<file path="config.mk">
export PLATFORM = sky130hd
export DESIGN_NAME = bsg_tx_sequencer_flat
export DESIGN_NICKNAME = d
export VERILOG_FILES = /design/src/rtl/bsg_tx_sequencer_if.sv /design/src/rtl/bsg_tx_sequencer.sv /design/src/flat_wrapper.sv
export SDC_FILE = /design/constraint.sdc
export NUM_CORES = 1
export LEC_CHECK = 0
export ABC_AREA = 1
export BUFFER_PORTS_ARGS = -buffer_cell sky130_fd_sc_hd__buf_4
export CAP_MARGIN = 20
export CORE_MARGIN = 4
export CORE_UTILIZATION = 55
export CTS_CLUSTER_DIAMETER = 50
export CTS_CLUSTER_SIZE = 20
export DETAILED_ROUTE_END_ITERATION = 8
export GPL_TIMING_DRIVEN = 0
export HOLD_SLACK_MARGIN = 0.03
export PLACE_DENSITY = 0.76
export SLEW_MARGIN = 20
export SYNTH_ARGS = -nofsm -noshare
export SYNTH_HDL_FRONTEND = slang
export SYNTH_SLANG_ARGS = --single-unit
</file>
<file path="constraint.sdc">
create_clock -name SYS_CLK -period 2.8 [get_ports SYS_CLK]
set_clock_uncertainty 0.1 [all_clocks]
set_input_delay 0.42 -clock SYS_CLK [delete_from_list [all_inputs] [get_ports SYS_CLK]]
set_output_delay 0.42 -clock SYS_CLK [all_outputs]
set_load 0.05 [all_outputs]
</file>
<file path="src/rtl/bsg_tx_sequencer_if.sv">
// Bus bundle between the TX sequencer, its byte producer and the BSG register port.
//   in_data/in_valid/in_ready : producer push handshake into the sequencer FIFO
//   bus_addr/bus_wdata/bus_we : BSG register access (bus_we=0 write, 1 read/idle)
//   bus_rdata                 : BSG Data_out, valid the cycle after a read address
//   bsg_int                   : BSG_INT level
// master = sequencer side, slave = producer/BSG side.
interface bsg_tx_sequencer_if;
  logic [7:0] in_data;
  logic       in_valid;
  logic       in_ready;
  logic [7:0] bus_addr;
  logic [7:0] bus_wdata;
  logic [7:0] bus_rdata;
  logic       bus_we;
  logic       bsg_int;

  modport master (
    input  in_data, in_valid, bus_rdata, bsg_int,
    output in_ready, bus_addr, bus_wdata, bus_we
  );

  modport slave (
    output in_data, in_valid, bus_rdata, bsg_int,
    input  in_ready, bus_addr, bus_wdata, bus_we
  );
endinterface

</file>
<file path="src/rtl/bsg_tx_sequencer.sv">
// Register-bus master feeding the BSG block from a byte FIFO. Bytes are loaded
// in pairs into BSG_DATA_0/1, BSG_CONTROL is armed (TXEN|INTMSK), and each
// interrupt either refills the next pair or disables TX when drained/stopped.
// Ports:
//   SYS_CLK    : clock, rising edge
//   rst        : asynchronous reset, active-high
//   bus        : producer handshake + BSG register bus (master modport)
//   stop       : level, graceful stop request (sampled in IDLE/RD_WAIT only)
//   busy       : state != IDLE
//   pair_count : pairs armed since reset, wraps
//   ctrl_snap  : last BSG_CONTROL value read
module bsg_tx_sequencer #(
  parameter int unsigned DEPTH      = 8,
  parameter logic [7:0]  ADDR_CTRL  = 8'h00,
  parameter logic [7:0]  ADDR_DATA0 = 8'h01,
  parameter logic [7:0]  ADDR_DATA1 = 8'h02
) (
  input  logic                       SYS_CLK,
  input  logic                       rst,
  bsg_tx_sequencer_if.master         bus,
  input  logic                       stop,
  output logic                       busy,
  output logic [15:0]                pair_count,
  output logic [7:0]                 ctrl_snap
);

  localparam int unsigned AW = (DEPTH > 1) ? $clog2(DEPTH) : 1;

  typedef enum logic [3:0] {
    IDLE, LOAD0, LOAD1, ARM, SETTLE, WAIT_INT, RD_CTRL, RD_WAIT, STOP
  } state_t;

  state_t        state, state_d;
  logic [7:0]    mem [DEPTH];
  logic [AW-1:0] wr_ptr, rd_ptr, rd_ptr_d;
  logic [AW:0]   count;
  logic          push, pop, have_pair;
  logic          we_d;
  logic [7:0]    addr_d, wdata_d;

  assign bus.in_ready = (count < (AW+1)'(DEPTH));
  assign push         = bus.in_valid & bus.in_ready;
  assign pop          = (state == LOAD0) || (state == LOAD1);
  assign rd_ptr_d     = pop ? rd_ptr + AW'(1) : rd_ptr;
  assign have_pair    = (count >= (AW+1)'(2));
  assign busy         = (state != IDLE);

  always_ff @(posedge SYS_CLK) begin
    if (push) mem[wr_ptr] <= bus.in_data;
  end

  always_ff @(posedge SYS_CLK or posedge rst) begin
    if (rst) begin
      wr_ptr <= '0;
      rd_ptr <= '0;
      count  <= '0;
    end else begin
      if (push) wr_ptr <= wr_ptr + AW'(1);
      rd_ptr <= rd_ptr_d;
      case ({push, pop})
        2'b10:   count <= count + (AW+1)'(1);
        2'b01:   count <= count - (AW+1)'(1);
        default: count <= count;
      endcase
    end
  end

  // Bus outputs are registered from the next state, so the values appear
  // during the cycle the FSM occupies that state. Data comes from the head
  // pointer after this cycle's pop, i.e. the byte the next state will consume.
  always_comb begin
    state_d = state;
    case (state)
      IDLE:     if (have_pair && !stop) state_d = LOAD0;
      LOAD0:    state_d = LOAD1;
      LOAD1:    state_d = ARM;
      ARM:      state_d = SETTLE;
      SETTLE:   state_d = WAIT_INT;
      WAIT_INT: if (bus.bsg_int) state_d = RD_CTRL;
      RD_CTRL:  state_d = RD_WAIT;
      RD_WAIT: begin
        if (!bus.bus_rdata[2])        state_d = WAIT_INT;
        else if (have_pair && !stop)  state_d = LOAD0;
        else                          state_d = STOP;
      end
      STOP:     state_d = IDLE;
      default:  state_d = IDLE;
    endcase

    we_d    = 1'b1;
    addr_d  = ADDR_CTRL;
    wdata_d = '0;
    case (state_d)
      LOAD0: begin
        we_d    = 1'b0;
        addr_d  = ADDR_DATA0;
        wdata_d = mem[rd_ptr_d];
      end
      LOAD1: begin
        we_d    = 1'b0;
        addr_d  = ADDR_DATA1;
        wdata_d = mem[rd_ptr_d];
      end
      ARM: begin
        we_d    = 1'b0;
        wdata_d = 8'h03;
      end
      STOP: begin
        we_d    = 1'b0;
        wdata_d = 8'h00;
      end
      default: ;
    endcase
  end

  always_ff @(posedge SYS_CLK or posedge rst) begin
    if (rst) begin
      state         <= IDLE;
      bus.bus_we    <= 1'b1;
      bus.bus_addr  <= ADDR_CTRL;
      bus.bus_wdata <= '0;
      pair_count    <= '0;
      ctrl_snap     <= '0;
    end else begin
      state         <= state_d;
      bus.bus_we    <= we_d;
      bus.bus_addr  <= addr_d;
      bus.bus_wdata <= wdata_d;
      if (state == ARM)     pair_count <= pair_count + 16'd1;
      if (state == RD_WAIT) ctrl_snap  <= bus.bus_rdata;
    end
  end

endmodule

</file>
<file path="src/flat_wrapper.sv">
// flat-port wrapper written by rule: the top's interface ports become plain ports
module bsg_tx_sequencer_flat 
#(
  parameter int unsigned DEPTH      = 8,
  parameter logic [7:0]  ADDR_CTRL  = 8'h00,
  parameter logic [7:0]  ADDR_DATA0 = 8'h01,
  parameter logic [7:0]  ADDR_DATA1 = 8'h02
)
  (SYS_CLK, rst, stop, busy, pair_count, ctrl_snap, bus_in_data, bus_in_valid, bus_bus_rdata, bus_bsg_int, bus_in_ready, bus_bus_addr, bus_bus_wdata, bus_bus_we);
  bsg_tx_sequencer_if bus_i ();
  input  logic SYS_CLK;
  input  logic rst;
  input  logic stop;
  output logic busy;
  output logic [15:0] pair_count;
  output logic [7:0] ctrl_snap;
  input wire logic [$bits(bus_i.in_data)-1:0] bus_in_data;
  input wire logic [$bits(bus_i.in_valid)-1:0] bus_in_valid;
  input wire logic [$bits(bus_i.bus_rdata)-1:0] bus_bus_rdata;
  input wire logic [$bits(bus_i.bsg_int)-1:0] bus_bsg_int;
  output wire logic [$bits(bus_i.in_ready)-1:0] bus_in_ready;
  output wire logic [$bits(bus_i.bus_addr)-1:0] bus_bus_addr;
  output wire logic [$bits(bus_i.bus_wdata)-1:0] bus_bus_wdata;
  output wire logic [$bits(bus_i.bus_we)-1:0] bus_bus_we;
  assign bus_i.in_data = bus_in_data;
  assign bus_i.in_valid = bus_in_valid;
  assign bus_i.bus_rdata = bus_bus_rdata;
  assign bus_i.bsg_int = bus_bsg_int;
  assign bus_in_ready = bus_i.in_ready;
  assign bus_bus_addr = bus_i.bus_addr;
  assign bus_bus_wdata = bus_i.bus_wdata;
  assign bus_bus_we = bus_i.bus_we;
  bsg_tx_sequencer #(.DEPTH(DEPTH), .ADDR_CTRL(ADDR_CTRL), .ADDR_DATA0(ADDR_DATA0), .ADDR_DATA1(ADDR_DATA1)) u_core (.SYS_CLK(SYS_CLK), .rst(rst), .bus(bus_i), .stop(stop), .busy(busy), .pair_count(pair_count), .ctrl_snap(ctrl_snap));
endmodule
</file>
* Yosys cells after proc, flatten, opt, wreduce, memory -nomap -nowiden *
Memory sizes are Yosys's and may differ from the RTL's.
Cells that the tools add are included.

word-level totals
  input port bits = 21
  word-level logic and storage cells = 51
  register bits after elaboration = 49
  RAM bits = 64
  memories = 1

memory list
  name        words  bits a word  read ports  clocked after memory_dff  write ports  line                    text
  u_core.mem  8      8            1           0                         1            bsg_tx_sequencer.sv:34  logic [7:0] mem [DEPTH];

operators by class
  reductions and logical operators = 8
  eq/ne operators = 13
  bitwise gates (word level) = 1
  muxes and demuxes = 12
  $lt $le $gt $ge = 2
  add/subtract/negate cells = 5

operator list
  kind                                                  number
  case mux 4 bit (8 select lines)                       1
  adder 16 x 1 -> 16 bit (second input constant)        1
  == test 4 x 2 -> 1 bit (second input constant)        4
  == test 4 x 3 -> 1 bit (second input constant)        4
  2-to-1 mux 4 bit                                      4
  case mux 8 bit (2 select lines)                       1
  == test 4 x 1 -> 1 bit (second input constant)        2
  case mux 4 bit (2 select lines)                       1
  adder 3 x 1 -> 3 bit (second input constant)          2
  adder 4 x 1 -> 4 bit (second input constant)          1
  == test 4 bit (second input constant)                 1
  >= comparator 4 x 2 -> 1 bit (second input constant)  1
  logical NOT 4 bit                                     1
  < comparator 4 bit (second input constant)            1
  case mux 2 bit (2 select lines)                       1
  nonzero test 4 bit                                    1
  OR reduction 4 bit                                    1
  subtractor 4 x 1 -> 4 bit (second input constant)     1
  2-to-1 mux 1 bit                                      3
  2-to-1 mux 3 bit                                      1
  == test 2 x 1 -> 1 bit (second input constant)        1
  == test 2 bit (second input constant)                 1
  nonzero test 2 bit                                    1
  OR reduction 2 bit                                    1
  4 further kinds                                       4

* Depth between registers and ports, before layout *
Gate-level depths: netlist of run 1.

  word-level depth = 8
  gate-level depth with buffers = 14

* Worst setup path before layout of run 1 *
No wires, ideal clock.

  path kind = reg-to-reg
  start = register u_core.count[3]
  end = register u_core.count[3]
  setup slack = 0.466 ns
  buffers on the path = 0
  cell stages (with the launch flop) = 12
  data arrival time = 2.091 ns
  data required time = 2.557 ns
  setup time = 0.143 ns
  path through = dfrtp_1 > inv_1 > nand2_1 > ha_1 > ha_1 > nand2_1 > nor2_1 > a211oi_1 > nor2_1 > nor2_1 > nand2_1 > xor2_1

between the ends
  cells in the longest elaborated chain, start to end = 4

ends and longest elaborated chain
  what                                                                          line                    text
  start, declared                                                               bsg_tx_sequencer.sv:36  logic [AW:0] count;
  start signal, assigned                                                        bsg_tx_sequencer.sv:61  2'b10: count <= count + (AW+1)'(1);
  start signal, assigned                                                        bsg_tx_sequencer.sv:62  2'b01: count <= count - (AW+1)'(1);
  start signal, assigned                                                        bsg_tx_sequencer.sv:63  default: count <= count;
  < comparator 4 bit (*)                                                        bsg_tx_sequencer.sv:41  assign bus.in_ready = (count < (AW+1)'(DEPTH));
  via bus_in_ready                                                              flat_wrapper.sv:21      output wire logic [$bits(bus_i.in_ready)-1:0] bus_in_ready;
  bitwise AND 1 bit (*)                                                         bsg_tx_sequencer.sv:42  assign push = bus.in_valid & bus.in_ready;
  == test 2 x 1 -> 1 bit / == test 2 bit (equally long branches)                bsg_tx_sequencer.sv:60  case ({push, pop})
  case mux 4 bit (2 select lines) / nonzero test 2 bit (equally long branches)  n/a

The timed path passes the listed nets; every way through them passes the cells marked *.
A chain may end at the register's enable or synchronous reset.

* Worst setup path after layout of run 1 *
  start = register u_core.state[3]
  end = register u_core.count[3]

between the ends
  cells in the longest elaborated chain, start to end = 4

ends and longest elaborated chain
  what                                                                          line                     text
  start, declared                                                               bsg_tx_sequencer.sv:33   state_t state, state_d;
  start signal, assigned                                                        bsg_tx_sequencer.sv:125  state <= state_d;
  == test 4 x 1 -> 1 bit / == test 4 x 2 -> 1 bit (equally long branches)       bsg_tx_sequencer.sv:43   assign pop = (state == LOAD0) || (state == LOAD1);
  logical OR 1 bit (*)                                                          bsg_tx_sequencer.sv:43
  == test 2 x 1 -> 1 bit / == test 2 bit (equally long branches)                bsg_tx_sequencer.sv:60
  case mux 4 bit (2 select lines) / nonzero test 2 bit (equally long branches)  n/a

Every way passes the cells marked *; elsewhere a longest branch is shown, timed or not.

==> flow_metrics.tcl, run 1 <==
set metrics [dict create \
    synth_cells 519 \
    slew_headroom_pct 35.2 \
    synthesis.area_sq_um 5150 \
    globalRoute.busiestLayer "met2" \
    first_global_vias 3827 \
    netlist.area_leader.share_pct 37.3 \
    hold_path.class "input pin to flip-flop" \
    postPlaceCellArea_sq_um 5760 \
    cp_max_fo 7 \
    synthTopCellsByCount "nand2_1 (133), inv_1 (89), edfxtp_1 (64)" \
    endpoint_kind "flip-flop" \
    antennaDiodeCount 0 \
    worstMarginPinSlew_ps 969 \
    cts_buffers 17 \
    postCtsSetupBuffers 0 \
    grt-ovfl-total 0 \
    start_kind "flip-flop" \
    final_cell_area_sq_um 6450 \
    die_w_um 105 \
    fmax_mhz 410 \
    grt_use_met2_pct 35.2 \
    synth.distinct_cells 31 \
    clkTransAtPathRegs_ps 60 \
    cts_resized 0 \
    vias_per_cell 5.20 \
    ys.flop_type "edfxtp_1" \
    initialDrtViolationCount 366 \
    area_delta_synth_final_pct 25.3 \
    ys_top_cells_by_area "edfxtp_1 (37%), dfrtp_1 (23%), nand2_1 (9.7%), inv_1 (6.5%), nand3_1 (5.2%)" \
    grt_usage_pct 21.9 \
    yosysSeqAreaShare_pct 61.2 \
    cts_tree "built" \
    synth-edff-count 64 \
    drive_gt1_share_pct 21.0 \
    setup_viol 0 \
    vias 3818 \
    synth_top_cell_by_area "edfxtp_1" \
    gp_congestion 0.838 \
    drc 0 \
    cts_buffer_depth 2 \
    status "finished, final reports clean" \
    grt_pass1_wl_um 18700 \
    dieArea_sq_um 11000 \
    synth_seq_cells 113 \
    ir_worst_vdd_mv 0.572 \
    drt-total-wl_um 11300 \
    io_buffers 57 \
    antenna_found_initial 0 \
    critPathArrivalTime_ps 2730 \
    die_h_um 105 \
    hold_viol_final 0 \
    postRouteAntennaNets 0 \
    pin_count 64 \
    synth_most_common_cell "nand2_1" \
    fp-row-count 35 \
    cp.required_ps 3090 \
    post_synth.cell_area_avg_sq_um 9.92 \
    cts_sinks 113 \
    power_leakage_uw 0.00314 \
    power.density_nw_per_um2 1240 \
    async_flop_share_pct 43.4 \
    final_max_slew_viol_count 0 \
    use_met1_pct 27.1 \
    period_share_pct 87.1 \
    coreArea_sq_um 9200 \
    clock_latency_ps 510 \
    yosys_warnings 0 \
    use_met3_pct 6.30 \
    grt_max_degree 28 \
    start_util_pct 56.0 \
    fin_setup_tns_ps 0 \
    period_needed_ps 2440 \
    h-tree-depth 4 \
    cts_root_buf "clkbuf_8" \
    wl_per_cell_um 15.4 \
    crit_type "flip-flop to flip-flop" \
    drt-pass1-iter-count 4 \
    fin_nets 638 \
    cap_violations 0 \
    place_hpwl_um 7190 \
    rsz0062_at_grt "no" \
]
-- power breakdown --
group	total (uW)	leakage (uW)	internal [uW]	switching, uW
Combinational	3530	0.00164	1120	2400
Clock	2170	0.000294	1450	715
Sequential	2300	0.00121	2100	201
Total	7990	0.00314	4680	3320
-- placed cells by master (no fill, tap or decap), drive strengths merged --
master | netlist | final
edfxtp | 64 | 64
o21ai | 13 | 13
bufinv | 0 | 4
conb | 1 | 6
dfstp | 1 | 1
clkbuf | 0 | 19
clkinv | 0 | 8
a211oi | 1 | 1
clkinvlp | 0 | 1
nor2 | 49 | 49
dfrtp | 48 | 48
ha | 6 | 6
or2 | 1 | 1
xnor2 | 6 | 6
xor2 | 14 | 14
dlygate4sd3 | 0 | 9
nand3 | 55 | 55
fa | 1 | 1
inv | 92 | 92
nand2 | 146 | 146
buf | 14 | 72
nor3 | 4 | 4
a21oi | 2 | 2
nand4 | 1 | 1
-- worst paths after layout --
check / start / end / slack (ps) / depth (start not counted)
max: u_core.state[3] / u_core.count[3] / 360 / 12
min: bus_in_data[5] / u_core.mem[5][5] / 40 / 1
max reg2reg: u_core.state[3] / u_core.count[3] / 360 / 12
min reg2reg: u_core.ctrl_snap[1] / u_core.ctrl_snap[1] / 370 / 2
max in group asynchronous: rst / u_core.bus.bus_we / 1540 / 4
min in group asynchronous: rst / u_core.bus.bus_wdata[3] / 450 / 3
-- critical path, stage by stage, from the launching register on --
cell,delay (ps)
dfrtp_1,390
nor2_2,370
nand2_8,140
inv_2,130
ha_1,210
ha_1,280
nand2_1,80
nor2_1,40
a211oi_1,230
nor2_1,80
nor2_1,90
nand2_1,60
xor2_1,130
-- what timing repair did --
| item | 4_1_cts | 5_1_grt |
|---|---|---|
| hold buffers | 9 | 0 |
| setup endpoints to repair | 0 | 0 |
| hold endpoints to repair | 41 | 0 |
-- layout make-up --
cell class                      instances  area [sq um]
Tap cell                              111           139
Clock buffer                           19           432
Multi-Input combinational cell        305          1550
Timing Repair Buffer                   67           546
Clock inverter                         13           168
Sequential cell                       113          3150
Fill cell                             635          2750
Buffer                                 14           128
Inverter                               92           345
-- per-layer routing --
metal,vias to the layer above,wire [um]
met5,-,0
met3,35,819
met2,190,5520
li1,1798,-
met4,0,367
met1,1795,4610
-- sequential cells by signal (all words and copies together) (netlist names) --
register,count
u_core.bus.bus_addr,2
u_core.state,4
u_core.bus.bus_wdata,8
u_core.mem,64
u_core.rd_ptr,3
u_core.pair_count,16
u_core.wr_ptr,3
u_core.bus.bus_we,1
u_core.count,4
u_core.ctrl_snap,8
-- logic make-up after synthesis --
family          Yosys count  share of synthesized area (%)
buf+inv                 106                           9.19
simple gates            256                           22.2
other cells               1                         0.0728
xor+xnor                 20                           3.40
compound gates           16                           2.11
flops                   113                           61.2
fa+ha+maj                 7                           1.85
-- per-stage QoR --
stage | std cells | util [%] | worst slack, ps | hold slack (ps) | power [uW]
6_report | 734 | 70.1 | 362 | 39.4 | 7990
3_5_place_dp | 693 | 62.7 | 369 | 360 | 5760
4_1_cts | 734 | 70.1 | 328 | 31.2 | 7980
2_1_floorplan | 524 | - | 466 | 346 | 4840
3_3_place_gp | 692 | 62.4 | 466 | 355 | 5630
5_1_grt | 734 | 70.1 | 189 | 33.4 | 8470
No activity file was read; power rests on OpenSTA's default activity.
==> run 2: changes to the inputs <==
==> constraint.sdc (replaced) <==
create_clock -name SYS_CLK -period 2.8 [get_ports SYS_CLK]
set_clock_uncertainty 0.1 [all_clocks]
set_input_delay 0.7 -clock SYS_CLK [delete_from_list [all_inputs] [get_ports SYS_CLK]]
set_output_delay 0.7 -clock SYS_CLK [all_outputs]
set_load 0.05 [all_outputs]
==> flow_metrics.tcl, run 2 (synthesis gave the netlist of run 1 again) <==
set metrics [dict create \
    rsz0062_at_grt "no" \
    drive_gt1_share_pct 21.3 \
    reg2reg_depth 12 \
    critPathArrivalTime_ps 2730 \
    antennaDiodeCount 0 \
    die_h_um 105 \
    slew_headroom_pct 34.8 \
    worstMarginPinSlew_ps 974 \
    grt_usage_pct 21.5 \
    cts_root_buf "clkbuf_8" \
    hold_viol_final 0 \
    ff_latch_area_sq_um 3150 \
    ir_worst_vdd_mv 0.565 \
    cts_sinks 113 \
    largest_reg_flops 64 \
    total_power_uw 7980 \
    antenna_found_initial 0 \
    multiInputGateArea_sq_um 1550 \
    endpoint_kind "flip-flop" \
    fp-row-count 35 \
    setup_viol 0 \
    critPathSlowestCell "dfrtp_1" \
    h-tree-depth 4 \
    drc 0 \
    die_w_um 105 \
    postRouteAntennaNets 0 \
    pin_count 64 \
    layout_common_cells "nand2_1 (133), inv_1 (88), buf_4 (65), edfxtp_1 (64), nand3_1 (54)" \
    cp_max_fo 7 \
    max_stage_delay_ps 390 \
    critPathMostFrequentCell "nor2_1" \
    coreArea_sq_um 9200 \
    postPlaceCellArea_sq_um 5760 \
    status "finished, final reports clean" \
    power_leakage_uw 0.00311 \
    start_util_pct 56.0 \
    io_buffers 57 \
    initialDrtViolationCount 290 \
    period_share_pct 87.0 \
    cts_buffers 17 \
    place_hpwl_um 7190 \
    cts_resized 0 \
    startpoint "u_core.state[3]" \
    vias 3779 \
    grt-ovfl-total 0 \
    cap_violations 0 \
    final_common_cell "nand2_1" \
    postCtsSetupBuffers 0 \
    clock_latency_ps 510 \
    cp.required_ps 3090 \
    r2r-start "u_core.state[3]" \
    final_cell_area_sq_um 6360 \
    dieArea_sq_um 11000 \
    fin_nets 629 \
    n_fill_cell 652 \
    drt-pass1-iter-count 5 \
    cts_buffer_depth 2 \
    path_cells "nor2_2 > nand2_8 > inv_2 > ha_1 > ha_1 > nand2_1 > nor2_1 > a211oi_1 > nor2_1 > nor2_1 > nand2_1 > xor2_1" \
    reg_top3 "u_core.mem: 64 flops, u_core.pair_count: 16 flops" \
    fmax_mhz 411 \
    period_needed_ps 2430 \
    fin_setup_tns_ps 0 \
    cts_tree "built" \
    power.density_nw_per_um2 1250 \
    regMostFlops "u_core.mem" \
    setup.worst_path.end "u_core.count[3]" \
    grt_pass1_wl_um 18300 \
    hold_buffers 0 \
    crit_type "flip-flop to flip-flop" \
    final_max_slew_viol_count 0 \
    drt-total-wl_um 11100 \
    vias_per_cell 5.21 \
    start_kind "flip-flop" \
    reg2reg_to "u_core.count[3]" \
    gp_congestion 0.838 \
    wl_per_cell_um 15.4 \
    grt_max_degree 28 \
    area_delta_synth_final_pct 23.5 \
    hold_path.class "input pin to asynchronous set/reset pin" \
    first_global_vias 3777 \
    clkTransAtPathRegs_ps 60 \
    r2r_slack_ps 370 \
]
[run 2: changes by cell type in the layout (fill, tap and decap cells not counted)]
cell,delta
dlygate4sd3_1,-9
[run 2: critical path: cells and delay by family, from the launching register on]
kind	cells	cell delay, ps
adder cells (fa/ha/maj)	2	490
AND/OR/NAND/NOR	7	860
AO/OA/AOI/OAI	1	230
flip-flops	1	390
XOR/XNOR	1	130
buffers and inverters	1	130
[run 2: cell type report]
class | instances | share of cell area (%)
sequential | 113 | 49.5
multi-input combinational | 305 | 24.3
timing repair buffer | 58 | 7.16
clock buffer | 19 | 6.79
inverter | 92 | 5.43
clock inverter | 13 | 2.64
tap | 111 | 2.18
buffer | 14 | 2.01
[run 2: worst min-delay path by stage]
stage	slack, ps	from	endpoint
final	170	rst	u_core.bus.bus_wdata[3]
after global routing	220	rst	u_core.bus.bus_wdata[3]
after CTS	170	rst	u_core.bus.bus_wdata[7]
after detailed placement	360	u_core.ctrl_snap[1]	u_core.ctrl_snap[1]
after global placement	350	u_core.ctrl_snap[4]	u_core.ctrl_snap[4]
after floorplan	350	u_core.count[0]	u_core.count[0]
[run 2: report_power, final]
part	leakage (uW)	internal [uW]	switching [uW]	total, uW
sequential	0.00121	2100	199	2300
combinational	0.00160	1120	2390	3510
clock	0.000294	1450	716	2170
[run 2: per-layer routing]
| metal | GRT usage [%] | vias to the layer above | share of wire, % |
|---|---|---|---|
| met5 | 0 | - | 0 |
| met4 | 11.1 | 0 | 3.5 |
| met3 | 6.49 | 42 | 7.3 |
| met2 | 33.9 | 178 | 48 |
| met1 | 26.8 | 1778 | 41 |
| li1 | - | 1781 | - |
[run 2: metrics by stage]
step	hold slack (ps)	setup WS, ps	instances	utilization (%)
2_1_floorplan	346	466	524	-
4_1_cts	174	328	725	69.2
5_1_grt	215	189	725	69.2
3_5_place_dp	360	343	693	62.7
3_3_place_gp	355	198	692	62.4
6_report	167	365	725	69.2
